[src/rtl/id_fwd_stage_pkg.sv]
// Shared decode constants, immediate-extension modes and forwarding-bus slice helper
// for the ID stage with internal operand forwarding.
package id_fwd_stage_pkg;

    localparam int REG_W = 5;

    localparam logic [5:0] OP_RTYPE = 6'h00;
    localparam logic [5:0] OP_J     = 6'h02;
    localparam logic [5:0] OP_JAL   = 6'h03;
    localparam logic [5:0] OP_BEQ   = 6'h04;
    localparam logic [5:0] OP_BNE   = 6'h05;
    localparam logic [5:0] OP_BLEZ  = 6'h06;
    localparam logic [5:0] OP_BGTZ  = 6'h07;
    localparam logic [5:0] OP_ANDI  = 6'h0C;
    localparam logic [5:0] OP_ORI   = 6'h0D;
    localparam logic [5:0] OP_XORI  = 6'h0E;
    localparam logic [5:0] OP_LUI   = 6'h0F;
    localparam logic [5:0] OP_SB    = 6'h28;
    localparam logic [5:0] OP_SH    = 6'h29;
    localparam logic [5:0] OP_SW    = 6'h2B;

    localparam logic [5:0] FN_JR    = 6'h08;

    typedef enum logic [1:0] {
        IMM_SEXT,
        IMM_ZEXT,
        IMM_LUI
    } imm_mode_e;

    typedef enum logic {
        ST_RUN,
        ST_SQUASH
    } sq_state_e;

    // Low bit of entry idx in a bus packing NUM_FWD entries of the given width.
    function automatic int fwd_lo(input int idx, input int width);
        return idx * width;
    endfunction

endpackage

[src/rtl/id_fwd_stage_fwd_resolve.sv]
// Priority forwarding match for one source operand: youngest matching writer wins,
// a matching writer whose data is not final raises a hazard.
module id_fwd_stage_fwd_resolve
    import id_fwd_stage_pkg::*;
#(
    parameter int NUM_FWD = 4,
    parameter int DATA_W  = 32
) (
    input  logic [REG_W-1:0]          addr,
    input  logic [DATA_W-1:0]         rf_data,
    input  logic [NUM_FWD-1:0]        fwd_valid,
    input  logic [NUM_FWD-1:0]        fwd_ready,
    input  logic [REG_W*NUM_FWD-1:0]  fwd_addr,
    input  logic [DATA_W*NUM_FWD-1:0] fwd_data,
    output logic [DATA_W-1:0]         value,
    output logic                      hazard
);

    logic matched;

    always_comb begin
        value   = rf_data;
        hazard  = 1'b0;
        matched = 1'b0;
        for (int i = 0; i < NUM_FWD; i++) begin
            if (!matched && fwd_valid[i] &&
                (fwd_addr[fwd_lo(i, REG_W) +: REG_W] == addr)) begin
                matched = 1'b1;
                if (fwd_ready[i]) begin
                    value = fwd_data[fwd_lo(i, DATA_W) +: DATA_W];
                end else begin
                    hazard = 1'b1;
                end
            end
        end
        // $zero is hard-wired; writers targeting it never forward or stall.
        if (addr == '0) begin
            value  = '0;
            hazard = 1'b0;
        end
    end

endmodule

[src/rtl/id_fwd_stage.sv]
// Instruction-decode stage: decode, forwarded operand resolution, load-use stall,
// branch/jump resolution and a registered ID/EX slot with wrong-path squashing.
//
// state     | meaning
// ST_RUN    | squash count is zero, instructions may be accepted
// ST_SQUASH | squash count > 0, each in_valid beat is dropped and counted down
module id_fwd_stage
    import id_fwd_stage_pkg::*;
#(
    parameter int NUM_FWD  = 4,
    parameter int DATA_W   = 32,
    parameter int ADDR_W   = 32,
    parameter int SQUASH_N = 1
) (
    input  logic                      clk,
    input  logic                      rst,
    input  logic                      in_valid,
    output logic                      in_ready,
    input  logic [ADDR_W-1:0]         in_pc,
    input  logic [31:0]               in_inst,
    output logic [REG_W-1:0]          rf_raddr_a,
    output logic [REG_W-1:0]          rf_raddr_b,
    input  logic [DATA_W-1:0]         rf_rdata_a,
    input  logic [DATA_W-1:0]         rf_rdata_b,
    input  logic [NUM_FWD-1:0]        fwd_valid,
    input  logic [NUM_FWD-1:0]        fwd_ready,
    input  logic [REG_W*NUM_FWD-1:0]  fwd_addr,
    input  logic [DATA_W*NUM_FWD-1:0] fwd_data,
    input  logic                      flush,
    output logic                      out_valid,
    input  logic                      out_ready,
    output logic [ADDR_W-1:0]         out_pc,
    output logic [5:0]                out_opcode,
    output logic [5:0]                out_func,
    output logic [REG_W-1:0]          out_rs,
    output logic [REG_W-1:0]          out_rt,
    output logic [REG_W-1:0]          out_reg_des,
    output logic [DATA_W-1:0]         out_imm,
    output logic [DATA_W-1:0]         out_op_a,
    output logic [DATA_W-1:0]         out_op_b,
    output logic                      redirect_valid,
    output logic [ADDR_W-1:0]         redirect_pc,
    output logic                      hazard_stall
);

    localparam int CNT_W = (SQUASH_N > 0) ? $clog2(SQUASH_N + 1) : 1;

    logic [5:0]       opcode;
    logic [5:0]       func;
    logic [REG_W-1:0] rs;
    logic [REG_W-1:0] rt;
    logic [REG_W-1:0] rd;
    logic [15:0]      imm16;
    logic [25:0]      idx26;

    assign opcode = in_inst[31:26];
    assign rs     = in_inst[25:21];
    assign rt     = in_inst[20:16];
    assign rd     = in_inst[15:11];
    assign imm16  = in_inst[15:0];
    assign func   = in_inst[5:0];
    assign idx26  = in_inst[25:0];

    assign rf_raddr_a = rs;
    assign rf_raddr_b = rt;

    logic [DATA_W-1:0] op_a;
    logic [DATA_W-1:0] op_b;
    logic              haz_a;
    logic              haz_b;

    id_fwd_stage_fwd_resolve #(.NUM_FWD(NUM_FWD), .DATA_W(DATA_W)) u_res_a (
        .addr      (rs),
        .rf_data   (rf_rdata_a),
        .fwd_valid (fwd_valid),
        .fwd_ready (fwd_ready),
        .fwd_addr  (fwd_addr),
        .fwd_data  (fwd_data),
        .value     (op_a),
        .hazard    (haz_a)
    );

    id_fwd_stage_fwd_resolve #(.NUM_FWD(NUM_FWD), .DATA_W(DATA_W)) u_res_b (
        .addr      (rt),
        .rf_data   (rf_rdata_b),
        .fwd_valid (fwd_valid),
        .fwd_ready (fwd_ready),
        .fwd_addr  (fwd_addr),
        .fwd_data  (fwd_data),
        .value     (op_b),
        .hazard    (haz_b)
    );

    logic [ADDR_W-1:0] pc_plus4;
    logic [ADDR_W-1:0] br_tgt;
    logic [ADDR_W-1:0] jmp_tgt;

    assign pc_plus4 = in_pc + ADDR_W'(4);
    assign br_tgt   = pc_plus4 + {{(ADDR_W-18){imm16[15]}}, imm16, 2'b00};
    assign jmp_tgt  = {pc_plus4[ADDR_W-1:28], idx26, 2'b00};

    logic              use_a;
    logic              use_b;
    imm_mode_e         imm_mode;
    logic [REG_W-1:0]  reg_des;
    logic              redir;
    logic [ADDR_W-1:0] target;
    logic [DATA_W-1:0] imm_ext;

    always_comb begin
        use_a    = 1'b1;
        use_b    = 1'b0;
        imm_mode = IMM_SEXT;
        reg_des  = rt;
        redir    = 1'b0;
        target   = br_tgt;
        case (opcode)
            OP_RTYPE: begin
                use_b   = 1'b1;
                reg_des = rd;
                if (func == FN_JR) begin
                    redir  = 1'b1;
                    target = ADDR_W'(op_a);
                end
            end
            OP_J, OP_JAL: begin
                use_a   = 1'b0;
                reg_des = (opcode == OP_JAL) ? REG_W'(31) : '0;
                redir   = 1'b1;
                target  = jmp_tgt;
            end
            OP_BEQ: begin
                use_b   = 1'b1;
                reg_des = '0;
                redir   = (op_a == op_b);
            end
            OP_BNE: begin
                use_b   = 1'b1;
                reg_des = '0;
                redir   = (op_a != op_b);
            end
            OP_BLEZ: begin
                reg_des = '0;
                redir   = op_a[DATA_W-1] || (op_a == '0);
            end
            OP_BGTZ: begin
                reg_des = '0;
                redir   = !op_a[DATA_W-1] && (op_a != '0);
            end
            OP_ANDI, OP_ORI, OP_XORI: imm_mode = IMM_ZEXT;
            OP_LUI: begin
                use_a    = 1'b0;
                imm_mode = IMM_LUI;
            end
            OP_SB, OP_SH, OP_SW: begin
                use_b   = 1'b1;
                reg_des = '0;
            end
            default: ;
        endcase
    end

    always_comb begin
        case (imm_mode)
            IMM_ZEXT: imm_ext = {{(DATA_W-16){1'b0}}, imm16};
            IMM_LUI:  imm_ext = {{(DATA_W-16){1'b0}}, imm16} << 16;
            default:  imm_ext = {{(DATA_W-16){imm16[15]}}, imm16};
        endcase
    end

    sq_state_e  state_q, state_d;
    logic [CNT_W-1:0] cnt_q, cnt_d;

    logic hazard_any;
    logic accept;
    logic redirect_take;

    assign hazard_any    = (use_a && haz_a) || (use_b && haz_b);
    assign hazard_stall  = in_valid && hazard_any;
    assign in_ready      = (state_q == ST_SQUASH) ||
                           (!hazard_any && (!out_valid || out_ready));
    assign accept        = in_valid && in_ready && !flush && (state_q == ST_RUN);
    assign redirect_take = accept && redir;

    always_comb begin
        state_d = state_q;
        cnt_d   = cnt_q;
        if (flush) begin
            state_d = ST_RUN;
            cnt_d   = '0;
        end else begin
            case (state_q)
                ST_RUN: begin
                    if (redirect_take && (SQUASH_N != 0)) begin
                        state_d = ST_SQUASH;
                        cnt_d   = CNT_W'(SQUASH_N);
                    end
                end
                ST_SQUASH: begin
                    if (in_valid) begin
                        cnt_d = cnt_q - CNT_W'(1);
                        if (cnt_q == CNT_W'(1)) state_d = ST_RUN;
                    end
                end
                default: begin
                    state_d = ST_RUN;
                    cnt_d   = '0;
                end
            endcase
        end
    end

    always_ff @(posedge clk) begin
        if (!rst) begin
            state_q <= ST_RUN;
            cnt_q   <= '0;
        end else begin
            state_q <= state_d;
            cnt_q   <= cnt_d;
        end
    end

    always_ff @(posedge clk) begin
        if (!rst) begin
            out_valid      <= 1'b0;
            out_pc         <= '0;
            out_opcode     <= '0;
            out_func       <= '0;
            out_rs         <= '0;
            out_rt         <= '0;
            out_reg_des    <= '0;
            out_imm        <= '0;
            out_op_a       <= '0;
            out_op_b       <= '0;
            redirect_valid <= 1'b0;
            redirect_pc    <= '0;
        end else begin
            if (flush) begin
                out_valid <= 1'b0;
            end else if (accept) begin
                out_valid   <= 1'b1;
                out_pc      <= in_pc;
                out_opcode  <= opcode;
                out_func    <= func;
                out_rs      <= rs;
                out_rt      <= rt;
                out_reg_des <= reg_des;
                out_imm     <= imm_ext;
                out_op_a    <= op_a;
                out_op_b    <= op_b;
            end else if (out_valid && out_ready) begin
                out_valid <= 1'b0;
            end
            // Pulse is independent of the slot so a stalled EX still sees the redirect.
            redirect_valid <= redirect_take;
            if (redirect_take) redirect_pc <= target;
        end
    end

endmodule
[config.mk]
export PLATFORM = sky130hd
export DESIGN_NAME = id_fwd_stage
export DESIGN_NICKNAME = d
export VERILOG_FILES = /design/src/rtl/id_fwd_stage_pkg.sv /design/src/rtl/id_fwd_stage_fwd_resolve.sv /design/src/rtl/id_fwd_stage.sv
export SDC_FILE = /design/constraint.sdc
export NUM_CORES = 1
export LEC_CHECK = 0
export ABC_AREA = 1
export BUFFER_PORTS_ARGS = -buffer_cell sky130_fd_sc_hd__buf_2
export CORE_AREA = 5 5 210 212
export CTS_CLUSTER_SIZE = 24
export DETAILED_ROUTE_END_ITERATION = 7
export DIE_AREA = 0 0 215 217
export GPL_ROUTABILITY_DRIVEN = 0
export PLACE_DENSITY = 0.62
export SYNTH_ARGS = -nofsm -noshare
export SYNTH_HDL_FRONTEND = slang
export SYNTH_HIERARCHICAL = 1
export SYNTH_SLANG_ARGS = --single-unit
[constraint.sdc]
create_clock -name clk -period 3.1 [get_ports clk]
set_input_delay 0.155 -clock clk [delete_from_list [all_inputs] [get_ports clk]]
set_output_delay 0.155 -clock clk [all_outputs]
set_load 0.05 [all_outputs]
Word level (Yosys, flattened, before mapping):

Cells that the tools add are included.

* bits in registers: 191
* latch bits: 0
* bits in writable memories: 0
* memory bits (read-only): 0
* input port bits: 289
* logic and storage cells: 160
* memories: 0

* add/sub/neg operators: 3
* multiply operators: 0
* divide/modulo/power cells: 0
* $lt $le $gt $ge: 0
* equality and inequality tests: 28
* shifts and indexed selects: 0
* multiplexer cells: 60
* bitwise gates (word level): 3
* reductions and logical operators: 52

Operators with widths (number)
* 32-bit 2-to-1 mux: 19
* 32-bit one-hot mux with 2 select lines: 2
* 5-bit equality test: 8
* 1-bit 2-to-1 mux: 33
* 32-bit by 3-bit adder with 32-bit output, second input constant: 1
* 32-bit adder: 1
* 32-bit equality test: 1
* 32-bit logical NOT: 1
* 32-bit inequality test: 1
* 32-bit nonzero test: 1
* 6-bit by 4-bit equality test with 1-bit output, second input constant: 5
* 6-bit by 3-bit equality test with 1-bit output, second input constant: 4
* 1-bit logical AND: 24
* 6-bit equality test, second input constant: 3
* 5-bit one-hot mux with 3 select lines: 1
* 6-bit by 2-bit equality test with 1-bit output, second input constant: 2
* 1-bit logical NOT: 10
* 5-bit logical NOT: 2
* 7-bit OR reduction: 1
* 6-bit logical NOT: 1
* 1-bit one-hot mux with 6 select lines: 1
* 3-bit OR reduction: 2
* 6-bit OR reduction: 1
* 5-bit 2-to-1 mux: 1
* 11 further kinds: 20

Depth between registers and ports, before layout:

* word-level depth: 27
* depth in mapped cells: 27
* gate-level depth less buffers: 26

Cells and area by module:

Netlist, hierarchy kept.

By module, submodules not included
* id_fwd_stage: instances 1, cells each 1796, area each 11385.9 µm², seq. area each 3823.7 µm²
* id_fwd_stage_fwd_resolve: instances 2, cells each 581, area each 2600.0 µm², seq. area each 0.0 µm²

Worst setup path after synthesis:

Ideal clock, no wire load.

* path type: input to register
* start point: in in_inst[21]
* end point: reg cnt_q
* setup time: 0.109 ns
* arrival: 2.594 ns
* required time: 2.991 ns
* setup slack: 0.397 ns
* stages: 23
* buffers on the path: 2
* path through: inv_2 nand2_1 nand2_1 nor2_2 nand3_2 nand2_2 nor3_2 buf_2 nand2_1 a21oi_1 xnor2_1 nand2_1 nor2_1 nand2_1 nor2_1 nand2_1 nand2_1 nand3_2 nand2_4 buf_2 nand3_1 nand2_1 inv_1

* elaborated cells between the ends (all ways): 53
* classes of those cells: 7 x eq/ne; 20 x mux; 26 x reduce/logical

RTL lines
* start: declaration: RTL line id_fwd_stage.sv:20 `input logic [31:0] in_inst,`
* 5-bit equality test: RTL line id_fwd_stage_fwd_resolve.sv:27 `(fwd_addr[fwd_lo(i, REG_W) +: REG_W] == addr)) begin`
* 1-bit logical AND: RTL line id_fwd_stage_fwd_resolve.sv:26 `if (!matched && fwd_valid[i] &&`
* 1-bit 2-to-1 mux: RTL line id_fwd_stage_fwd_resolve.sv:26
* 1-bit logical NOT: RTL line id_fwd_stage_fwd_resolve.sv:26
* 1-bit logical AND (2 in a row): RTL line id_fwd_stage_fwd_resolve.sv:26
* 1-bit 2-to-1 mux: RTL line id_fwd_stage_fwd_resolve.sv:26
* 1-bit logical NOT: RTL line id_fwd_stage_fwd_resolve.sv:26
* 1-bit logical AND (2 in a row): RTL line id_fwd_stage_fwd_resolve.sv:26
* [5 not listed]
* 32-bit 2-to-1 mux (*): RTL line id_fwd_stage_fwd_resolve.sv:37 `if (addr == '0) begin`
* net op_a[28]: RTL line id_fwd_stage.sv:67 `logic [DATA_W-1:0] op_a;`
* 32-bit nonzero test or 32-bit logical NOT (tied branches): RTL line id_fwd_stage.sv:148, id_fwd_stage.sv:144
* 1-bit logical AND or 1-bit logical OR (tied branches): RTL line id_fwd_stage.sv:148, id_fwd_stage.sv:144
* 1-bit one-hot mux with 6 select lines (*): RTL line id_fwd_stage.sv:117 `case (opcode)`
* 1-bit logical AND (*): RTL line id_fwd_stage.sv:183 `assign redirect_take = accept && redir;`
* 2-bit inequality test (no line) (*)
* 2-bit AND reduction (no line) (*)
* end signal: assignment: RTL line id_fwd_stage.sv:219 `cnt_q <= cnt_d;`
* end: declaration: RTL line id_fwd_stage.sv:172 `logic [CNT_W-1:0] cnt_q, cnt_d;`

The timed path passes the listed nets; every way through them passes the cells marked *.
A chain may end at the register's enable or synchronous reset.

Final worst setup path:

* start point: in in_inst[19]
* end point: reg redirect_pc[26]

* elaborated cells between the ends (all ways): 46
* classes of those cells: 6 x eq/ne; 20 x mux; 20 x reduce/logical

RTL lines
* 5-bit equality test: RTL line id_fwd_stage_fwd_resolve.sv:27
* 1-bit logical AND: RTL line id_fwd_stage_fwd_resolve.sv:26
* 1-bit 2-to-1 mux: RTL line id_fwd_stage_fwd_resolve.sv:26
* 1-bit logical NOT: RTL line id_fwd_stage_fwd_resolve.sv:26
* 1-bit logical AND (2 in a row): RTL line id_fwd_stage_fwd_resolve.sv:26
* 1-bit 2-to-1 mux: RTL line id_fwd_stage_fwd_resolve.sv:26
* 1-bit logical NOT: RTL line id_fwd_stage_fwd_resolve.sv:26
* 1-bit logical AND (2 in a row): RTL line id_fwd_stage_fwd_resolve.sv:26
* 1-bit 2-to-1 mux: RTL line id_fwd_stage_fwd_resolve.sv:26
* 1-bit logical NOT: RTL line id_fwd_stage_fwd_resolve.sv:26
* 1-bit logical AND (2 in a row): RTL line id_fwd_stage_fwd_resolve.sv:26
* 32-bit 2-to-1 mux: RTL line id_fwd_stage_fwd_resolve.sv:26
* 32-bit 2-to-1 mux (*): RTL line id_fwd_stage_fwd_resolve.sv:37
* net op_b[1]: RTL line id_fwd_stage.sv:68 `logic [DATA_W-1:0] op_b;`
* 32-bit inequality test or 32-bit equality test (tied branches): RTL line id_fwd_stage.sv:140, id_fwd_stage.sv:135
* 1-bit one-hot mux with 6 select lines (*): RTL line id_fwd_stage.sv:117
* 1-bit logical AND (*): RTL line id_fwd_stage.sv:183
* end signal: assignment: RTL line id_fwd_stage.sv:256 `if (redirect_take) redirect_pc <= target;`
* end: declaration: RTL line id_fwd_stage.sv:42 `output logic [ADDR_W-1:0] redirect_pc,`

Marks and branches as above.

==> impl_metrics.csv <==
group,metric,value,unit
final_layout,layout_common_cells,"nand2_1, buf_2, nor2_1, inv_1, nand3_1",
final_layout,area_growth,36.6,%
yosys,synth_top_area_share,23.1,%
pwr,pwr_density_cell,360,nW/µm²
grt,antenna_found_initial,5,
grt,grt_use_total,31.2,%
pwr,p_leak,11.7,nW
pwr,switchingPower,3.39,mW
pwr,swShare,41.6,%
critical_path,arrival,3420,ps
critical_path,path_max_fanout,28,
yosys,syn_area,16600,µm²
critical_path,cp-end-kind,"register",
yosys,ys_top_cells_by_area,"dfxtp_1, nand2_1, nor2_1",
routing,wl_per_cell,19.4,µm
clock_network,clockBufferDepth,2,
final_layout,finalNetCount,3899,
pwr,internal_power,4.77,mW
pwr,peakVddDrop,416,µV
die,core-area,41800,µm²
grt,grt_pass1_vias,20500,
yosys,synth_compound_area_share,13.2,%
placement,numPlacedInstances,4047,
pwr,comb_power_share,38.6,%
die,start_util,39.7,%
routing,drt_iter0_drc,2505,
critical_path,critical_path_required,3460,ps
timing,period_minus_slack,3070,ps
grt,grt_use_met2,51.0,%
placement,post-dp-hpwl,62.4,mm
clock_network,clkSlewWorstSetupHoldPaths,80,ps
die,num_rows,75,
clock_network,clk_latency,460,ps
clock_network,cts_tree,"done",
pwr,power_frac_seq,32.4,%
yosys,synthSimpleGateAreaFrac,46.0,%
yosys,ys.flop_type,"dfxtp_1",
die,pin_count,490,
yosys,synth_mux_area_share,0.121,%
yosys,syn-mean-instance-area,5.61,µm²
yosys,synth-edff-count,0,
timing,fin_skew,10.3,ps
grt,globalRouteMet3Util,5.91,%
yosys,ys_warn_count,6,
yosys,synth-adder-area-share,2.69,%
yosys,syn-num-nets,3282,
timing,fmax,326,MHz
critical_path,path_class,"in2reg",
yosys,synth_async_sr_flop_share,0,%
grt,grt_use_met1,40.1,%
yosys,yosysSeqAreaShare,23.1,%
routing,drt-total-wl,80.1,mm
placement,port_buffers,489,
min_path,hold_path_class,"in2reg",
critical_path,worstSetupStartpointType,"primary input",
clock_network,clock-sinks,191,
yosys,synth_top_family_by_area,"simple AND/OR/NAND/NOR gates",
die,die_h,217,µm
timing,finalSetupViolCount,0,
timing,layout_worst_path_cycle_share,99.0,%
run_status,status,"complete, no violations",
final_layout,drive_gt1_share,26.0,%
grt,grt_overflow,0,
timing,relSlewSlack,51.0,%
timing,finalHoldViolations,0,
clock_network,numCtsBuffers,17,
clock_network,h-tree-depth,4,
grt,grt_max_degree,71,
die,fp.dieW,215,µm
grt,grt_pass1_wl,117,mm
yosys,syn_inst,2958,
clock_network,clock_tree.root_cell,"clkbuf_16",
final_layout,layout.cells.non_filler,4129,
routing,antenna_left,0,
routing,dr.pass1.iters,8,
grt,grt.busiest_layer,"met2",
timing,worst_pin_slew,735,ps
yosys,synth_top_area_cell,"dfxtp_1",
job,drv_cap,0,
routing,drc_errors,0,
yosys,synth.distinct_cells,45,
final_layout,mostFrequentLayoutCell,"nand2_1",
die,dieArea,46700,µm²
pwr,clockPowerShare,29.0,%
routing,via_count,22400,
yosys,synth_xor_area_share,2.59,%
yosys,ys_ff_latch,191,
routing,via_per_inst,5.42,
timing,whs,24.3,ps
timing,slew_violations,0,
final_layout,num-fill-cells,4300,
timing,rsz0062_at_grt,"yes",
-- sequential cells by signal (all words and copies together), names as in the netlist --
register / count
out_reg_des: 5
out_valid: 1
out_imm: 32
redirect_pc: 32
redirect_valid: 1
out_op_a: 32
out_rt: 5
state_q: 1
out_opcode: 6
cnt_q: 1
out_rs: 5
out_op_b: 32
out_func: 6
out_pc: 32
-- worst paths after layout --
check	from	to	slack [ps]	cells past startpoint
max	in_inst[19]	redirect_pc[26]	30	25
min	in_pc[26]	out_pc[26]	20	3
max reg2reg	state_q	out_rt[2]	1140	6
min reg2reg	out_op_b[21]	out_op_b[21]	460	2
-- final cells by class --
cell class | instances | area, µm² | area share (%)
flip-flops and latches | 191 | 3820 | 16.9
repair buffers | 775 | 5250 | 23.2
inverters | 298 | 1130 | 5.00
clock inverters | 15 | 201 | 0.889
diodes | 2 | 5.00 | 0.0221
well taps | 539 | 674 | 2.98
multi-input cells | 2292 | 11100 | 49.1
clock buffers | 17 | 425 | 1.88
-- cells in the mapped netlist (3+ instances only) --
cell type / count
a21oi_1: 248
a22oi_1: 13
buf_1: 3
buf_2: 64
buf_4: 15
buf_6: 15
clkbuf_1: 79
dfxtp_1: 191
ha_1: 34
inv_1: 281
inv_2: 13
nand2_1: 969
nand3_1: 242
nand3_2: 5
nand3b_1: 23
nand4_1: 135
nor2_1: 357
nor2_2: 9
nor3_1: 21
nor3_2: 3
nor4_1: 5
o21ai_0: 128
o21ai_1: 6
o221ai_1: 5
o22ai_1: 3
o31ai_1: 5
or2_2: 12
xnor2_1: 29
xor2_1: 20
-- through the flow --
step / power [mW] / utilization, % / TNS [ps] / instance area (µm²) / setup slack (ps)
after global routing: 8.55 / 54.2 / -1780 / 22600 / -95.5
after detailed placement: 5.68 / 50.0 / -18490 / 20900 / -425
after floorplan: 4.47 / - / 0 / 16600 / 397
final: 8.16 / 54.2 / 0 / 22600 / 32.5
after CTS: 8.06 / 52.1 / 0 / 21700 / 63.1
after global placement: 5.65 / 50.0 / -11790 / 20900 / -390
-- critical path: stages --
cell       delay (ps)
clkbuf_4          170
inv_2              80
nand2_1            70
nand2_1            60
nor2_2            140
buf_4             130
nand3b_1          130
nand2_2           140
nor3_4             50
buf_4             160
clkbuf_16         210
nor2_1            110
nand2_1            60
a21oi_1           220
xnor2_1           150
nand3_1           100
nor2_2            150
nand2_1            80
nor2_1            120
nand3b_1          140
nand3_4           230
clkbuf_16         220
nand3_1            90
nor2_2            170
nor2_1             70
-- power groups by stage --
stage | clock network (mW) | logic (mW) | registers, mW
finish | 2.37 | 3.15 | 2.65
global route | 2.50 | 3.39 | 2.66
CTS | 2.41 | 3.01 | 2.65
detailed placement | 0 | 2.98 | 2.70
global placement | 0 | 2.95 | 2.70
floorplan | 0 | 1.35 | 3.13
-- metal layers --
| metal | up-vias | wire [µm] |
|---|---|---|
| met1 | 10100 | 32000 |
| met5 | - | 27 |
| met3 | 233 | 7160 |
| met2 | 1213 | 36600 |
| li1 | 10800 | - |
| met4 | 4 | 4340 |
-- cell families after synthesis --
| family | after synthesis |
|---|---|
| muxes | 2 |
| buffers and inverters | 475 |
| DFF | 191 |
| AOI/OAI and AO/OA | 417 |
| adders and majority gates | 35 |
| xor gates and xnor gates | 49 |
| and+or+nand+nor | 1789 |
-- timing repair --
item / 4_1_cts / 5_1_grt
resized for setup: 0 / 140
hold buffers: 23 / 0
endpoints found under the hold margin: 24 / 0
buffers inserted: 0 / 10
setup endpoints to repair: 0 / 39
Note: power is estimated with default switching activity, not from simulation.
